## src/rtl/axil_cfg_master.sv

```systemverilog
// Single-outstanding AXI4-Lite config master: request in, one AXI-Lite transaction, one response out.
// Zero-wait slave: req N, AW/W/AR N+1, B/R N+2, resp_valid N+3; new requests stall until the response is consumed.
module axil_cfg_master #(
  parameter int TIMEOUT   = 255,
  parameter int TIMEOUT_W = 8
) (
  input  logic        clk_i,
  input  logic        rst_i,
  input  logic        req_valid_i,
  output logic        req_ready_o,
  input  logic        req_write_i,
  input  logic [31:0] req_addr_i,
  input  logic [31:0] req_wdata_i,
  input  logic [3:0]  req_wstrb_i,
  output logic        resp_valid_o,
  input  logic        resp_ready_i,
  output logic [31:0] resp_rdata_o,
  output logic [1:0]  resp_resp_o,
  output logic        resp_timeout_o,
  output logic        cfg_awvalid_o,
  output logic [31:0] cfg_awaddr_o,
  output logic        cfg_wvalid_o,
  output logic [31:0] cfg_wdata_o,
  output logic [3:0]  cfg_wstrb_o,
  output logic        cfg_bready_o,
  output logic        cfg_arvalid_o,
  output logic [31:0] cfg_araddr_o,
  output logic        cfg_rready_o,
  input  logic        cfg_awready_i,
  input  logic        cfg_wready_i,
  input  logic        cfg_bvalid_i,
  input  logic [1:0]  cfg_bresp_i,
  input  logic        cfg_arready_i,
  input  logic        cfg_rvalid_i,
  input  logic [31:0] cfg_rdata_i,
  input  logic [1:0]  cfg_rresp_i
);

  typedef enum logic [2:0] {IDLE, WRITE, WRESP, READ, RDATA, RESP} state_t;

  // The abort fires in the cycle the counter would step onto TIMEOUT, so a
  // phase can wait at most TIMEOUT cycles with its valid/ready asserted.
  localparam logic [TIMEOUT_W-1:0] CNT_LAST = TIMEOUT_W'(TIMEOUT - 1);
  localparam logic [TIMEOUT_W-1:0] CNT_MAX  = {TIMEOUT_W{1'b1}};

  state_t               state_q, state_d;
  logic [TIMEOUT_W-1:0] cnt_q, cnt_d;
  logic [31:0]          addr_q, addr_d;
  logic [31:0]          wdata_q, wdata_d;
  logic [3:0]           wstrb_q, wstrb_d;
  logic                 awvalid_q, awvalid_d;
  logic                 wvalid_q, wvalid_d;
  logic                 bready_q, bready_d;
  logic                 arvalid_q, arvalid_d;
  logic                 rready_q, rready_d;
  logic                 resp_valid_q, resp_valid_d;
  logic [31:0]          rdata_q, rdata_d;
  logic [1:0]           resp_q, resp_d;
  logic                 timeout_q, timeout_d;
  logic                 expire;
  logic                 abort;
  logic                 counting;

  assign expire   = (cnt_q >= CNT_LAST);
  assign counting = (state_q == WRITE) || (state_q == WRESP) ||
                    (state_q == READ)  || (state_q == RDATA);

  always_comb begin
    state_d      = state_q;
    cnt_d        = cnt_q;
    addr_d       = addr_q;
    wdata_d      = wdata_q;
    wstrb_d      = wstrb_q;
    awvalid_d    = awvalid_q;
    wvalid_d     = wvalid_q;
    bready_d     = bready_q;
    arvalid_d    = arvalid_q;
    rready_d     = rready_q;
    resp_valid_d = resp_valid_q;
    rdata_d      = rdata_q;
    resp_d       = resp_q;
    timeout_d    = timeout_q;
    abort        = 1'b0;

    case (state_q)
      IDLE: begin
        if (req_valid_i) begin
          addr_d  = req_addr_i;
          wdata_d = req_wdata_i;
          wstrb_d = req_wstrb_i;
          if (req_write_i) begin
            state_d   = WRITE;
            awvalid_d = 1'b1;
            wvalid_d  = 1'b1;
          end else begin
            state_d   = READ;
            arvalid_d = 1'b1;
          end
        end
      end
      WRITE: begin
        // Each valid doubles as its channel's "still pending" flag.
        awvalid_d = awvalid_q & ~cfg_awready_i;
        wvalid_d  = wvalid_q & ~cfg_wready_i;
        if (!awvalid_d && !wvalid_d) begin
          state_d  = WRESP;
          bready_d = 1'b1;
        end else if (expire) begin
          abort = 1'b1;
        end
      end
      WRESP: begin
        if (cfg_bvalid_i) begin
          state_d      = RESP;
          bready_d     = 1'b0;
          resp_valid_d = 1'b1;
          resp_d       = cfg_bresp_i;
          rdata_d      = '0;
          timeout_d    = 1'b0;
        end else if (expire) begin
          abort = 1'b1;
        end
      end
      READ: begin
        if (cfg_arready_i) begin
          state_d   = RDATA;
          arvalid_d = 1'b0;
          rready_d  = 1'b1;
        end else if (expire) begin
          abort = 1'b1;
        end
      end
      RDATA: begin
        if (cfg_rvalid_i) begin
          state_d      = RESP;
          rready_d     = 1'b0;
          resp_valid_d = 1'b1;
          resp_d       = cfg_rresp_i;
          rdata_d      = cfg_rdata_i;
          timeout_d    = 1'b0;
        end else if (expire) begin
          abort = 1'b1;
        end
      end
      RESP: begin
        if (resp_ready_i) begin
          state_d      = IDLE;
          resp_valid_d = 1'b0;
        end
      end
      default: state_d = IDLE;
    endcase

    if (abort) begin
      state_d      = RESP;
      awvalid_d    = 1'b0;
      wvalid_d     = 1'b0;
      bready_d     = 1'b0;
      arvalid_d    = 1'b0;
      rready_d     = 1'b0;
      resp_valid_d = 1'b1;
      timeout_d    = 1'b1;
      resp_d       = '0;
      rdata_d      = '0;
    end

    if (state_d != state_q) begin
      cnt_d = '0;
    end else if (counting && (cnt_q != CNT_MAX)) begin
      cnt_d = cnt_q + TIMEOUT_W'(1);
    end
  end

  always_ff @(posedge clk_i) begin
    if (rst_i) begin
      state_q      <= IDLE;
      cnt_q        <= '0;
      addr_q       <= '0;
      wdata_q      <= '0;
      wstrb_q      <= '0;
      awvalid_q    <= 1'b0;
      wvalid_q     <= 1'b0;
      bready_q     <= 1'b0;
      arvalid_q    <= 1'b0;
      rready_q     <= 1'b0;
      resp_valid_q <= 1'b0;
      rdata_q      <= '0;
      resp_q       <= '0;
      timeout_q    <= 1'b0;
    end else begin
      state_q      <= state_d;
      cnt_q        <= cnt_d;
      addr_q       <= addr_d;
      wdata_q      <= wdata_d;
      wstrb_q      <= wstrb_d;
      awvalid_q    <= awvalid_d;
      wvalid_q     <= wvalid_d;
      bready_q     <= bready_d;
      arvalid_q    <= arvalid_d;
      rready_q     <= rready_d;
      resp_valid_q <= resp_valid_d;
      rdata_q      <= rdata_d;
      resp_q       <= resp_d;
      timeout_q    <= timeout_d;
    end
  end

  assign req_ready_o    = (state_q == IDLE);
  assign resp_valid_o   = resp_valid_q;
  assign resp_rdata_o   = rdata_q;
  assign resp_resp_o    = resp_q;
  assign resp_timeout_o = timeout_q;
  assign cfg_awvalid_o  = awvalid_q;
  assign cfg_awaddr_o   = addr_q;
  assign cfg_wvalid_o   = wvalid_q;
  assign cfg_wdata_o    = wdata_q;
  assign cfg_wstrb_o    = wstrb_q;
  assign cfg_bready_o   = bready_q;
  assign cfg_arvalid_o  = arvalid_q;
  assign cfg_araddr_o   = addr_q;
  assign cfg_rready_o   = rready_q;

endmodule

```

## config.mk

```make
export PLATFORM = sky130hd
export DESIGN_NAME = axil_cfg_master
export DESIGN_NICKNAME = d
export VERILOG_FILES = /design/src/rtl/axil_cfg_master.sv
export SDC_FILE = /design/constraint.sdc
export NUM_CORES = 1
export LEC_CHECK = 0
export ABC_AREA = 1
export BUFFER_PORTS_ARGS = -buffer_cell sky130_fd_sc_hd__buf_2
export CORE_MARGIN = 3
export CORE_UTILIZATION = 49
export CTS_CLUSTER_SIZE = 12
export DETAILED_ROUTE_END_ITERATION = 12
export GPL_TIMING_DRIVEN = 0
export PLACE_DENSITY = 0.87
export SYNTH_ARGS = -nofsm -noshare
export SYNTH_HDL_FRONTEND = slang
export SYNTH_SLANG_ARGS = --single-unit
```

## constraint.sdc

```tcl
create_clock -name clk_i -period 2.7 [get_ports clk_i]
set_input_delay 0 -clock clk_i [delete_from_list [all_inputs] [get_ports clk_i]]
set_output_delay 0 -clock clk_i [all_outputs]
set_load 0.02 [all_outputs]
```

==> out/results.ini, run 1 <==
[cts]
cts_buffers=17
post-cts-setup-buffers=0
clockRootBuffer=clkbuf_8
max-clock-path-buffers=2
cts_tree=built
clkTransAtPathRegs_ns=0.06
ctsHtreeMaxLevel=4
worst_skew_pair.late_latency_ns=0.51
cts.sink_count=120

[final_layout]
syn2layout_area_growth_pct=62.4
antenna_cells_inserted=0
layout.filler_cells=493
layout.cell_area.non_filler_sq_um=7970
sequential_cell_area_sq_um=2400
design.final.nets=1166
final_layout_size_suffix_gt1_frac=0.328
multiInputGateArea_sq_um=1960

[route]
route.vias.total=6199
drtIter0Drc=436
avgViaCountPerCell=5.20
drt.antenna.violating_nets=0
detailed_router_iteration_count_before_antenna_repair=6
drc=0
wl_per_instance_um=16.6
route.final.wire_length_um=19800

[synthesis]
syn-instance-count=665
synth_largest_area_cell=dfxtp_1
postSynthNetCount=781
synthMostInstantiatedCell=nor2_1
synthesis_stage_register_bit_count=120
synth_commonest_cells=nor2_1, dfxtp_1, nand2_1
netlist-cell-type-count=27
number_of_enable_type_register_cells_in_the_synthesized_netlist=0
synthArstFlopShare=0
share_of_the_yosys_chip_area_belonging_to_registers=0.490
synth_flop_cell=dfxtp_1
top_cell_type_s_share_of_synthesized_area=0.490
synth_area_per_cell_sq_um=7.38
synth_area_leaders=dfxtp_1, nor2_1, o21ai_0
ys_warn_count=0
mappedNetlistArea_sq_um=4900

[setup_path]
start_to_end_type_of_the_worst_setup_path=register to register
regToRegStartpoint=state_q[0]$_SDFF_PP0_
cell_depth_of_the_worst_flop_to_flop_path=7
cp-start-kind=register
crit_path_end_kind=register
ff2ff_setup_slack_ns=0.71
worst_ep_required_time_ns=3.12
path_max_fanout=10
cp.arrival_ns=2.41
cp_slowest_stage_delay_ns=0.37
critical_register_to_register_path_endpoint=cfg_wdata_o[27]$_SDFFE_PP0P_
worstPathCellList=nor2_2 > nand2_2 > nor2_4 > clkbuf_2 > clkbuf_1 > o21ai_0 > nor2_1
slowest_stage=dfxtp_1

[floorplanning]
die_area_sq_um=11200
core_region_area_sq_um=9500
floorplan.die.width_um=106
io-pin-count=256
initial_core_util=0.516
floorplan_die_height_um=106
cell_row_count=35

[sta]
finalHoldViolCount=0
fin_crit_sh=0.737
min_period_ns=1.99
clock_skew_ns=0.00878
setup_repair_after_global_routing_missed_its_margin=false
tightest_slew_ns=0.508
finalMaxSlewViolations=0
worst_slew_margin_rel=0.661
max_freq_mhz=503
totalNegativeSetupSlack_ns=0
final_setup_violation_count=0

[power]
vdd_ir_drop_max_mv=0.650
sw_frac_of_total=0.376
p_clk_frac=0.312
power.density_cell_area_nw_per_um2=790
p_sw_uw=2370
leakage_uw=0.00399
p_int_uw=3930
power.combinational.fraction=0.337
share_of_power_burned_in_registers=0.352

[grt]
global_route.usage.met1=0.365
antenna_found_initial=0
grt_remaining_overflow=0
largest_net_degree_at_the_start_of_global_routing=17
grt_most_used_layer=met2
grt_util_all_layers=0.354
wire_length_of_the_first_global_routing_pass_um=32000
met2_usage=0.647
grt_pass1_vias=6531
grtUsageMet3=0.103

[placement]
gpl.final_weighted_congestion=0.876
portBuffers=255
dp_hpwl_um=10500
dpl_cell_area_sq_um=6340

[worst_hold_path]
hold_path_cell_cnt=4
hp-class=primary input to register
whs_endpoint=state_q[2]$_SDFF_PP0_
worstHoldStart=resp_ready_i

[status]
result_of_the_run=finished clean

[job]
max_cap_viol_count=0

## worst max path at each step
| stage | depth (start not counted) | slack, ns | end | from |
|---|---|---|---|---|
| 6_report | 7 | 0.71 | cfg_wdata_o[27]$_SDFFE_PP0P_ | state_q[0]$_SDFF_PP0_ |
| 5_1_grt | 10 | 0.59 | resp_rdata_o[28]$_SDFFE_PP0P_ | state_q[2]$_SDFF_PP0_ |
| 4_1_cts | 10 | 0.80 | cfg_wvalid_o$_SDFFE_PP0P_ | state_q[2]$_SDFF_PP0_ |
| 3_5_place_dp | 10 | 0.84 | resp_rdata_o[29]$_SDFFE_PP0P_ | state_q[2]$_SDFF_PP0_ |
| 3_3_place_gp | 10 | 0.85 | cfg_wvalid_o$_SDFFE_PP0P_ | state_q[2]$_SDFF_PP0_ |
| 2_1_floorplan | 10 | 1.19 | cfg_rready_o$_SDFFE_PP0P_ | state_q[2]$_SDFF_PP0_ |
## routing by layer
layer,part of all wire,up-vias,wire length (um)
met5,0,-,0
met4,0.054,0,1070
met3,0.087,110,1710
met2,0.50,393,9960
met1,0.36,2835,7060
li1,-,2861,-
## flip-flops by register name, summed over array words and instances (netlist names)
name / count
cfg_araddr_o: 32
cfg_wdata_o: 32
resp_rdata_o: 32
cnt_q: 8
cfg_wstrb_o: 4
state_q: 3
resp_resp_o: 2
cfg_arvalid_o: 1
cfg_awvalid_o: 1
cfg_bready_o: 1
cfg_rready_o: 1
cfg_wvalid_o: 1
resp_timeout_o: 1
resp_valid_o: 1
## cell families after synthesis
group / Yosys count / share of synthesized area
flip-flops: 120 / 0.490
AND/OR/NAND/NOR: 313 / 0.261
AO/OA/AOI/OAI: 121 / 0.126
XOR/XNOR: 4 / 0.00714
buffers and inverters: 105 / 0.111
adder cells (fa/ha/maj): 2 / 0.00510
## stage by stage
stage / worst slack [ns] / instances / power [uW] / utilization / hold slack, ns
floorplan: 1.19 / 665 / 3450 / - / 0.0691
global placement: 0.846 / 1049 / 4050 / 0.667 / 0.221
detailed placement: 0.837 / 1049 / 4080 / 0.667 / 0.226
CTS: 0.800 / 1191 / 6150 / 0.838 / 0.00303
global route: 0.593 / 1191 / 6550 / 0.838 / 0.0336
finish: 0.711 / 1191 / 6290 / 0.838 / 0.0357
## critical path, delay by kind of cell (launching register included)
| family | cells | cell delay [ns] |
|---|---|---|
| and+or+nand+nor | 4 | 0.76 |
| AOI/OAI and AO/OA | 1 | 0.18 |
| buffers and inverters | 2 | 0.60 |
| DFF | 1 | 0.37 |
## repair_timing
| action | 4_1_cts | 5_1_grt |
|---|---|---|
| hold endpoints to repair | 119 | 0 |
| resized for setup | 0 | 0 |
| hold buffers | 111 | 0 |
| endpoints found under the setup margin | 0 | 0 |
## layout by cell type, fill, tap and decap left out, drive strengths merged, types with 3 or more instances in the layout
| cell | instances |
|---|---|
| xor2 | 3 |
| a21oi | 41 |
| nand2 | 90 |
| nor3 | 5 |
| clkinvlp | 5 |
| nand3 | 41 |
| clkinv | 6 |
| dlygate4sd3 | 111 |
| inv | 38 |
| clkbuf | 41 |
| dfxtp | 120 |
| nor2 | 175 |
| o21ai | 77 |
| buf | 301 |
## cell type report
cell class | count | share of cell area
timing repair buffer | 366 | 0.300
sequential | 120 | 0.302
multi-input combinational | 440 | 0.246
clock buffer | 19 | 0.0542
tap | 129 | 0.0203
buffer | 68 | 0.0511
clock inverter | 12 | 0.0101
inverter | 37 | 0.0174
## power groups by stage
| stage | Sequential, uW | Combinational [uW] | Clock (uW) |
|---|---|---|---|
| after floorplan | 2490 | 961 | 0 |
| after global placement | 2210 | 1840 | 0 |
| after detailed placement | 2210 | 1870 | 0 |
| after CTS | 2180 | 2010 | 1950 |
| after global routing | 2240 | 2280 | 2040 |
| final | 2210 | 2120 | 1960 |
Power figures use the tool's default switching activity.
==> inputs of run 2 (changes only) <==
--- a/config.mk
+++ b/config.mk
@@ -5,14 +5,14 @@
 export SDC_FILE = /design/constraint.sdc
 export NUM_CORES = 1
 export LEC_CHECK = 0
-export ABC_AREA = 1
+export ABC_AREA = 0
 export BUFFER_PORTS_ARGS = -buffer_cell sky130_fd_sc_hd__buf_2
 export CORE_MARGIN = 3
-export CORE_UTILIZATION = 49
+export CORE_UTILIZATION = 41
 export CTS_CLUSTER_SIZE = 12
 export DETAILED_ROUTE_END_ITERATION = 12
 export GPL_TIMING_DRIVEN = 0
-export PLACE_DENSITY = 0.87
+export PLACE_DENSITY = 0.77
 export SYNTH_ARGS = -nofsm -noshare
 export SYNTH_HDL_FRONTEND = slang
 export SYNTH_SLANG_ARGS = --single-unit
==> constraint.sdc (replaced) <==
create_clock -name clk_i -period 1.73 [get_ports clk_i]
set_input_delay 0 -clock clk_i [delete_from_list [all_inputs] [get_ports clk_i]]
set_output_delay 0 -clock clk_i [all_outputs]
set_load 0.02 [all_outputs]
==> run 2 against run 1 <==
Against the previous run: the flow now finishes with violations (setup timing); synthesized cell count down 8.0%; clock skew down 0.0043 ns; final area up 7.3%; critical endpoint is now cnt_q[6]$_SDFFE_PP0P_; largest cell class unchanged.
==> out/results.ini, run 2 <==
[status]
result_of_the_run=finished with violations
failing_checks=setup timing

[synthesis]
number_of_enable_type_register_cells_in_the_synthesized_netlist=0  ; unchanged
synth_area_leaders=dfxtp_1, nand2_1, a21oi_1
synthesis_stage_register_bit_count=120  ; unchanged
synth_largest_area_cell=dfxtp_1
synth_commonest_cells=nand2_1, dfxtp_1, a21oi_1
synth_flop_cell=dfxtp_1
mappedNetlistArea_sq_um=4930  ; +0.56%
synth_area_per_cell_sq_um=8.06  ; +9.3%
top_cell_type_s_share_of_synthesized_area=0.487  ; -0.00273
netlist-cell-type-count=50  ; +85%
postSynthNetCount=728  ; -6.8%
ys_warn_count=0  ; unchanged
share_of_the_yosys_chip_area_belonging_to_registers=0.487  ; -0.00273
synthArstFlopShare=0  ; unchanged
synthMostInstantiatedCell=nand2_1
syn-instance-count=612  ; -8.0%

[sta]
clock_skew_ns=0.00449  ; -0.00429 ns
tightest_slew_ns=0.601  ; +0.0933 ns
setup_repair_after_global_routing_missed_its_margin=true
min_period_ns=1.85  ; -0.136 ns
worst_slew_margin_rel=0.599  ; -0.0622
final_setup_violation_count=48  ; +48
timing.final.ws_setup_ns=-0.123  ; -0.834 ns
max_freq_mhz=540  ; +7.3%
finalMaxSlewViolations=0  ; unchanged
fin_crit_sh=1.07  ; +0.334
finalHoldViolCount=0  ; unchanged

[setup_path]
critical_register_to_register_path_endpoint=cnt_q[6]$_SDFFE_PP0P_
cp-start-kind=register
regToRegStartpoint=cfg_awvalid_o$_SDFFE_PP0P_
slowest_stage=o31a_4
path_delay_family=compound AO/OA/AOI/OAI gates
timing.critical_path.mode_cell=a2111oi_4
crit_path_end_kind=register
ff2ff_setup_slack_ns=-0.12  ; -0.83 ns
cell_depth_of_the_worst_flop_to_flop_path=6  ; -1
worstSetupEndpoint=cnt_q[6]$_SDFFE_PP0P_
worst_ep_required_time_ns=2.04  ; -1.08 ns
cp_slowest_stage_delay_ns=0.40  ; +0.03 ns
critPathBufInv=1  ; -1
worstPathCellList=and2b_2 > o311ai_4 > a2111oi_4 > buf_4 > o31a_4 > a2111oi_4
start_to_end_type_of_the_worst_setup_path=register to register
path_max_fanout=8  ; -2
path_depth=6  ; -1
setup.worst_path.start=cfg_awvalid_o$_SDFFE_PP0P_
cp.arrival_ns=2.16  ; -0.25 ns

[final_layout]
final_layout_size_suffix_gt1_frac=0.426  ; +0.0986
syn2layout_area_growth_pct=73.2
layout.cells.most_common_list=buf_2, nand2_1, dfxtp_1
design.final.nets=1123  ; -3.7%
final_core_util=0.739  ; -0.0994
layout.cells.most_common=buf_2
instances_no_fill=1163  ; -2.4%

[grt]
wire_length_of_the_first_global_routing_pass_um=27900  ; -13%
grt_most_used_layer=met2
antenna_found_initial=0  ; unchanged
grt_util_all_layers=0.265  ; -0.0882
grt_remaining_overflow=0  ; unchanged
grtUsageMet3=0.0700  ; -0.0326
largest_net_degree_at_the_start_of_global_routing=17  ; unchanged
met2_usage=0.463  ; -0.184
global_route.usage.met1=0.296  ; -0.0689
grt_pass1_vias=5742  ; -12%

[power]
leakage_uw=0.00392  ; -1.8%
power.density_cell_area_nw_per_um2=1050  ; +33%
vdd_ir_drop_max_mv=0.889  ; +37%

[route]
detailed_router_iteration_count_before_antenna_repair=8  ; +2
route.vias.total=5934  ; -4.3%
drtIter0Drc=469  ; +7.6%
route.final.wire_length_um=18700  ; -5.7%
wl_per_instance_um=16.1  ; -3.4%
avgViaCountPerCell=5.10  ; -2.0%
drc=0  ; unchanged
drt.antenna.violating_nets=0  ; unchanged

[cts]
clockRootBuffer=clkbuf_16
cts_buffers=17  ; unchanged
worst_skew_pair.late_latency_ns=0.41  ; -0.10 ns
max-clock-path-buffers=2  ; unchanged
cts_tree=built
cts.sink_count=120  ; unchanged
clkTransAtPathRegs_ns=0.05  ; about the same
ctsHtreeMaxLevel=4  ; unchanged

[job]
max_cap_viol_count=0  ; unchanged

[placement]
post-place-cells=1010  ; -3.7%
gpl.final_weighted_congestion=0.884  ; +0.98%
portBuffers=255  ; unchanged
dp_hpwl_um=11200  ; +6.3%

[floorplanning]
io-pin-count=256  ; unchanged
floorplan.die.width_um=116  ; +9.1%
cell_row_count=39  ; +11%
core_region_area_sq_um=11600  ; +22%
die_area_sq_um=13400  ; +19%
floorplan_die_height_um=116  ; +9.1%
initial_core_util=0.426  ; -0.0896

[worst_hold_path]
hp-class=primary input to register

## run 2: cell count changes in the layout (fill, tap and decap cells not counted), sizes merged, moves of 5 or more
cell    change
a21oi      +71
buf        +18
clkbuf      +6
inv        -35
nand2      +91
nand3       -7
nor2      -160
nor2b       +5
nor3        +6
o21ai      -74
## run 2: final cells by class
class,count,area [sq um]
Timing Repair Buffer,380,2520
Multi-Input combinational cell,413,2340
Tap cell,143,179
Clock inverter,8,47.5
Antenna cell,2,5.00
Buffer,72,541
Fill cell,815,3020
Clock buffer,22,485
Sequential cell,120,2420
Inverter,3,11.3
## run 2: worst min-delay path by stage
| stage | end | startpoint | cells past startpoint | slack [ns] |
|---|---|---|---|---|
| finish | resp_resp_o[1]$_SDFFE_PP0P_ | cfg_rresp_i[1] | 3 | 0.004 |
| global route | resp_resp_o[1]$_SDFFE_PP0P_ | cfg_rresp_i[1] | 3 | 0.002 |
| CTS | resp_resp_o[1]$_SDFFE_PP0P_ | cfg_rresp_i[1] | 3 | 0.0001 |
| detailed placement | cfg_wdata_o[25]$_SDFFE_PP0P_ | req_wdata_i[25] | 3 | 0.25 |
| global placement | cfg_araddr_o[1]$_SDFFE_PP0P_ | req_addr_i[1] | 3 | 0.24 |
| floorplan | cfg_arvalid_o$_SDFFE_PP0P_ | cfg_arready_i | 1 | 0.12 |
## run 2: stage by stage
stage | cell area, sq um | setup TNS (ns) | hold WS [ns] | worst slack [ns] | total power [uW]
after floorplan | 5020 | -4.15 | 0.119 | -0.115 | 4590
after global placement | 6470 | -14.64 | 0.243 | -0.276 | 5280
after detailed placement | 6470 | -16.93 | 0.247 | -0.308 | 5310
after CTS | 8290 | -7.26 | 0.000124 | -0.180 | 8750
after global routing | 8540 | -6.28 | 0.00180 | -0.181 | 9360
final | 8540 | -2.43 | 0.00417 | -0.123 | 8960
## run 2: kinds of logic after synthesis
kind of cell               count (synthesis)  share of synthesized area
DFF                                      120                      0.487
xor gates and xnor gates                   4                    0.00710
muxes                                      2                    0.00406
adders and majority gates                  2                    0.00507
buffers and inverters                     79                     0.0959
AOI/OAI and AO/OA                        139                      0.167
and+or+nand+nor                          266                      0.234
## run 2: worst register-to-register path: stages, from the launching register on
cell and delay, ns:
dfxtp_4 0.34, and2b_2 0.24, o311ai_4 0.27, a2111oi_4 0.14
buf_4 0.17, o31a_4 0.40, a2111oi_4 0.20
## run 2: what timing repair did
| action | 4_1_cts | 5_1_grt |
|---|---|---|
| setup buffers | 9 | 7 |
| endpoints found under the setup margin | 101 | 119 |
| hold endpoints to repair | 110 | 0 |
| hold buffers | 108 | 0 |
| resized for setup | 36 | 72 |
| pin swaps | 8 | 12 |
| gates cloned | 1 | 0 |
## run 2: routing by layer
metal / up-vias / part of all wire
met5: - / 0
met4: 0 / 0.042
met3: 66 / 0.066
met2: 281 / 0.51
met1: 2779 / 0.38
li1: 2808 / -
## run 2: power breakdown
part           total [uW]  internal, uW  switching, uW
clock                3160          1960           1200
combinational        2610          1100           1500
sequential           3200          3010            187
total                8960          6060           2890
==> inputs of run 3 (changes only) <==
--- a/config.mk
+++ b/config.mk
@@ -13,6 +13,7 @@
 export DETAILED_ROUTE_END_ITERATION = 12
 export GPL_TIMING_DRIVEN = 0
 export PLACE_DENSITY = 0.77
+export SKIP_LAST_GASP = 1
 export SYNTH_ARGS = -nofsm -noshare
 export SYNTH_HDL_FRONTEND = slang
 export SYNTH_SLANG_ARGS = --single-unit
==> run 3 against run 2 <==
Against the previous run: the run still ends with setup timing left; cell count unchanged; sequential power is essentially flat; power about the same; wire length down 0.62%; combinational power hardly changed; sequential share of layout area is 0.067 points higher; worst setup slack better by 0.0069 ns; clock skew down 0.0015 ns.
==> out/results.ini, run 3 (same netlist as run 2, synthesis figures left out) <==
[status]
result_of_the_run=finished with violations
failing_checks=setup timing

[final_layout]
layout.cells.most_common=buf_2
syn2layout_area_growth_pct=72.8
layout.cells.most_common_list=buf_2, nand2_1, dfxtp_1
final_layout_size_suffix_gt1_frac=0.422  ; -0.00393
design.final.nets=1123  ; unchanged

[sta]
clock_skew_ns=0.00304  ; -0.00146 ns
min_period_ns=1.85  ; -0.00685 ns
max_freq_mhz=542  ; +0.37%
timing.final.ws_setup_ns=-0.116  ; +0.00685 ns
tightest_slew_ns=0.604  ; +0.00241 ns
totalNegativeSetupSlack_ns=-3.08  ; -0.647 ns
setup_repair_after_global_routing_missed_its_margin=true
finalMaxSlewViolations=0  ; unchanged
finalHoldViolCount=0  ; unchanged
final_setup_violation_count=48  ; unchanged
worst_slew_margin_rel=0.597  ; -0.00161
fin_crit_sh=1.07  ; -0.00396

[cts]
clkTransAtPathRegs_ns=0.05  ; about the same
cts.sink_count=120  ; unchanged
worst_skew_pair.late_latency_ns=0.41  ; about the same
max-clock-path-buffers=2  ; unchanged
clockRootBuffer=clkbuf_16
cts_buffers=17  ; unchanged
ctsHtreeMaxLevel=4  ; unchanged
cts_tree=built

[route]
drtIter0Drc=424  ; -9.6%
avgViaCountPerCell=5.08  ; -0.42%
drc=0  ; unchanged
route.final.wire_length_um=18600  ; -0.62%
drt.antenna.violating_nets=0  ; unchanged
detailed_router_iteration_count_before_antenna_repair=5  ; -3
wl_per_instance_um=16.0  ; -0.62%
route.vias.total=5909  ; -0.42%

[placement]
detailedPlace.worstSlack_ns=-0.308  ; unchanged
gpl.final_weighted_congestion=0.884  ; unchanged
dp_hpwl_um=11200  ; unchanged
portBuffers=255  ; unchanged

[floorplanning]
io-pin-count=256  ; unchanged
die_area_sq_um=13400  ; unchanged
cell_row_count=39  ; unchanged
initial_core_util=0.426  ; unchanged
floorplan.die.width_um=116  ; unchanged
core_region_area_sq_um=11600  ; unchanged
floorplan_die_height_um=116  ; unchanged

[setup_path]
path_max_fanout=8  ; unchanged
cp-start-kind=register
start_to_end_type_of_the_worst_setup_path=register to register
worst_ep_required_time_ns=2.03  ; about the same
cp.arrival_ns=2.15  ; about the same
crit_path_end_kind=register

[power]
vdd_ir_drop_max_mv=0.887  ; -0.13%
leakage_uw=0.00391  ; -0.40%
power.density_cell_area_nw_per_um2=1050  ; +0.16%

[grt]
grt_remaining_overflow=0  ; unchanged
antenna_found_initial=0  ; unchanged
wire_length_of_the_first_global_routing_pass_um=27900  ; unchanged
grt_util_all_layers=0.265  ; unchanged
largest_net_degree_at_the_start_of_global_routing=17  ; unchanged
grt_pass1_vias=5742  ; unchanged

[job]
max_cap_viol_count=0  ; unchanged

[worst_hold_path]
hp-class=primary input to register

run 3: metrics by stage:
| step | hold WS (ns) | total power (uW) | util | std cells | area, sq um |
|---|---|---|---|---|---|
| 2_1_floorplan | 0.119 | 4590 | - | 612 | 5020 |
| 3_3_place_gp | 0.243 | 5280 | 0.560 | 1010 | 6470 |
| 3_5_place_dp | 0.247 | 5310 | 0.560 | 1010 | 6470 |
| 4_1_cts | 0.000124 | 8750 | 0.717 | 1157 | 8290 |
| 5_1_grt | 0.00180 | 9360 | 0.737 | 1161 | 8520 |
| 6_report | 0.00150 | 8950 | 0.737 | 1163 | 8520 |
run 3: worst paths after layout:
path	slack [ns]	cells after the start	start	endpoint
worst max-delay path	-0.12	6	cfg_awvalid_o$_SDFFE_PP0P_	cnt_q[6]$_SDFFE_PP0P_
worst min-delay path	0.002	3	cfg_rresp_i[1]	resp_resp_o[1]$_SDFFE_PP0P_
worst max register to register	-0.12	6	cfg_awvalid_o$_SDFFE_PP0P_	cnt_q[6]$_SDFFE_PP0P_
worst min register to register	0.45	2	cfg_wdata_o[24]$_SDFFE_PP0P_	cfg_wdata_o[24]$_SDFFE_PP0P_
run 3: critical path, cell delays in order, from the launching register on:
cell and delay, ns:
dfxtp_4 0.34, and2b_2 0.24, o311ai_4 0.27, a2111oi_4 0.14, buf_4 0.17, o31a_4 0.40, a2111oi_4 0.19
run 3: area by class of cell:
class	instances	area, sq um
antenna	2	5.00
buffer	72	541
clock buffer	22	485
clock inverter	8	47.5
fill	821	3040
inverter	3	11.3
multi-input combinational	413	2320
sequential	120	2420
tap	143	179
timing repair buffer	380	2520
run 3: metal layers:
metal | GRT usage | part of all wire
met1 | 0.296 | 0.38
met5 | 0 | 0
met2 | 0.463 | 0.51
met4 | 0.142 | 0.045
met3 | 0.0700 | 0.064
run 3: where the power goes:
group / switching [uW] / total [uW] / internal, uW
Sequential: 188 / 3200 / 3010
Clock: 1200 / 3150 / 1960
Combinational: 1500 / 2600 / 1100
run 3: repair_timing:
item / in CTS / in global routing
setup endpoints to repair: 101 / 119
hold buffers: 108 / 0
cloned: 1 / 0
gates resized for setup: 36 / 66
buffers inserted: 9 / 7
endpoints found under the hold margin: 110 / 0
pin swaps: 8 / 12
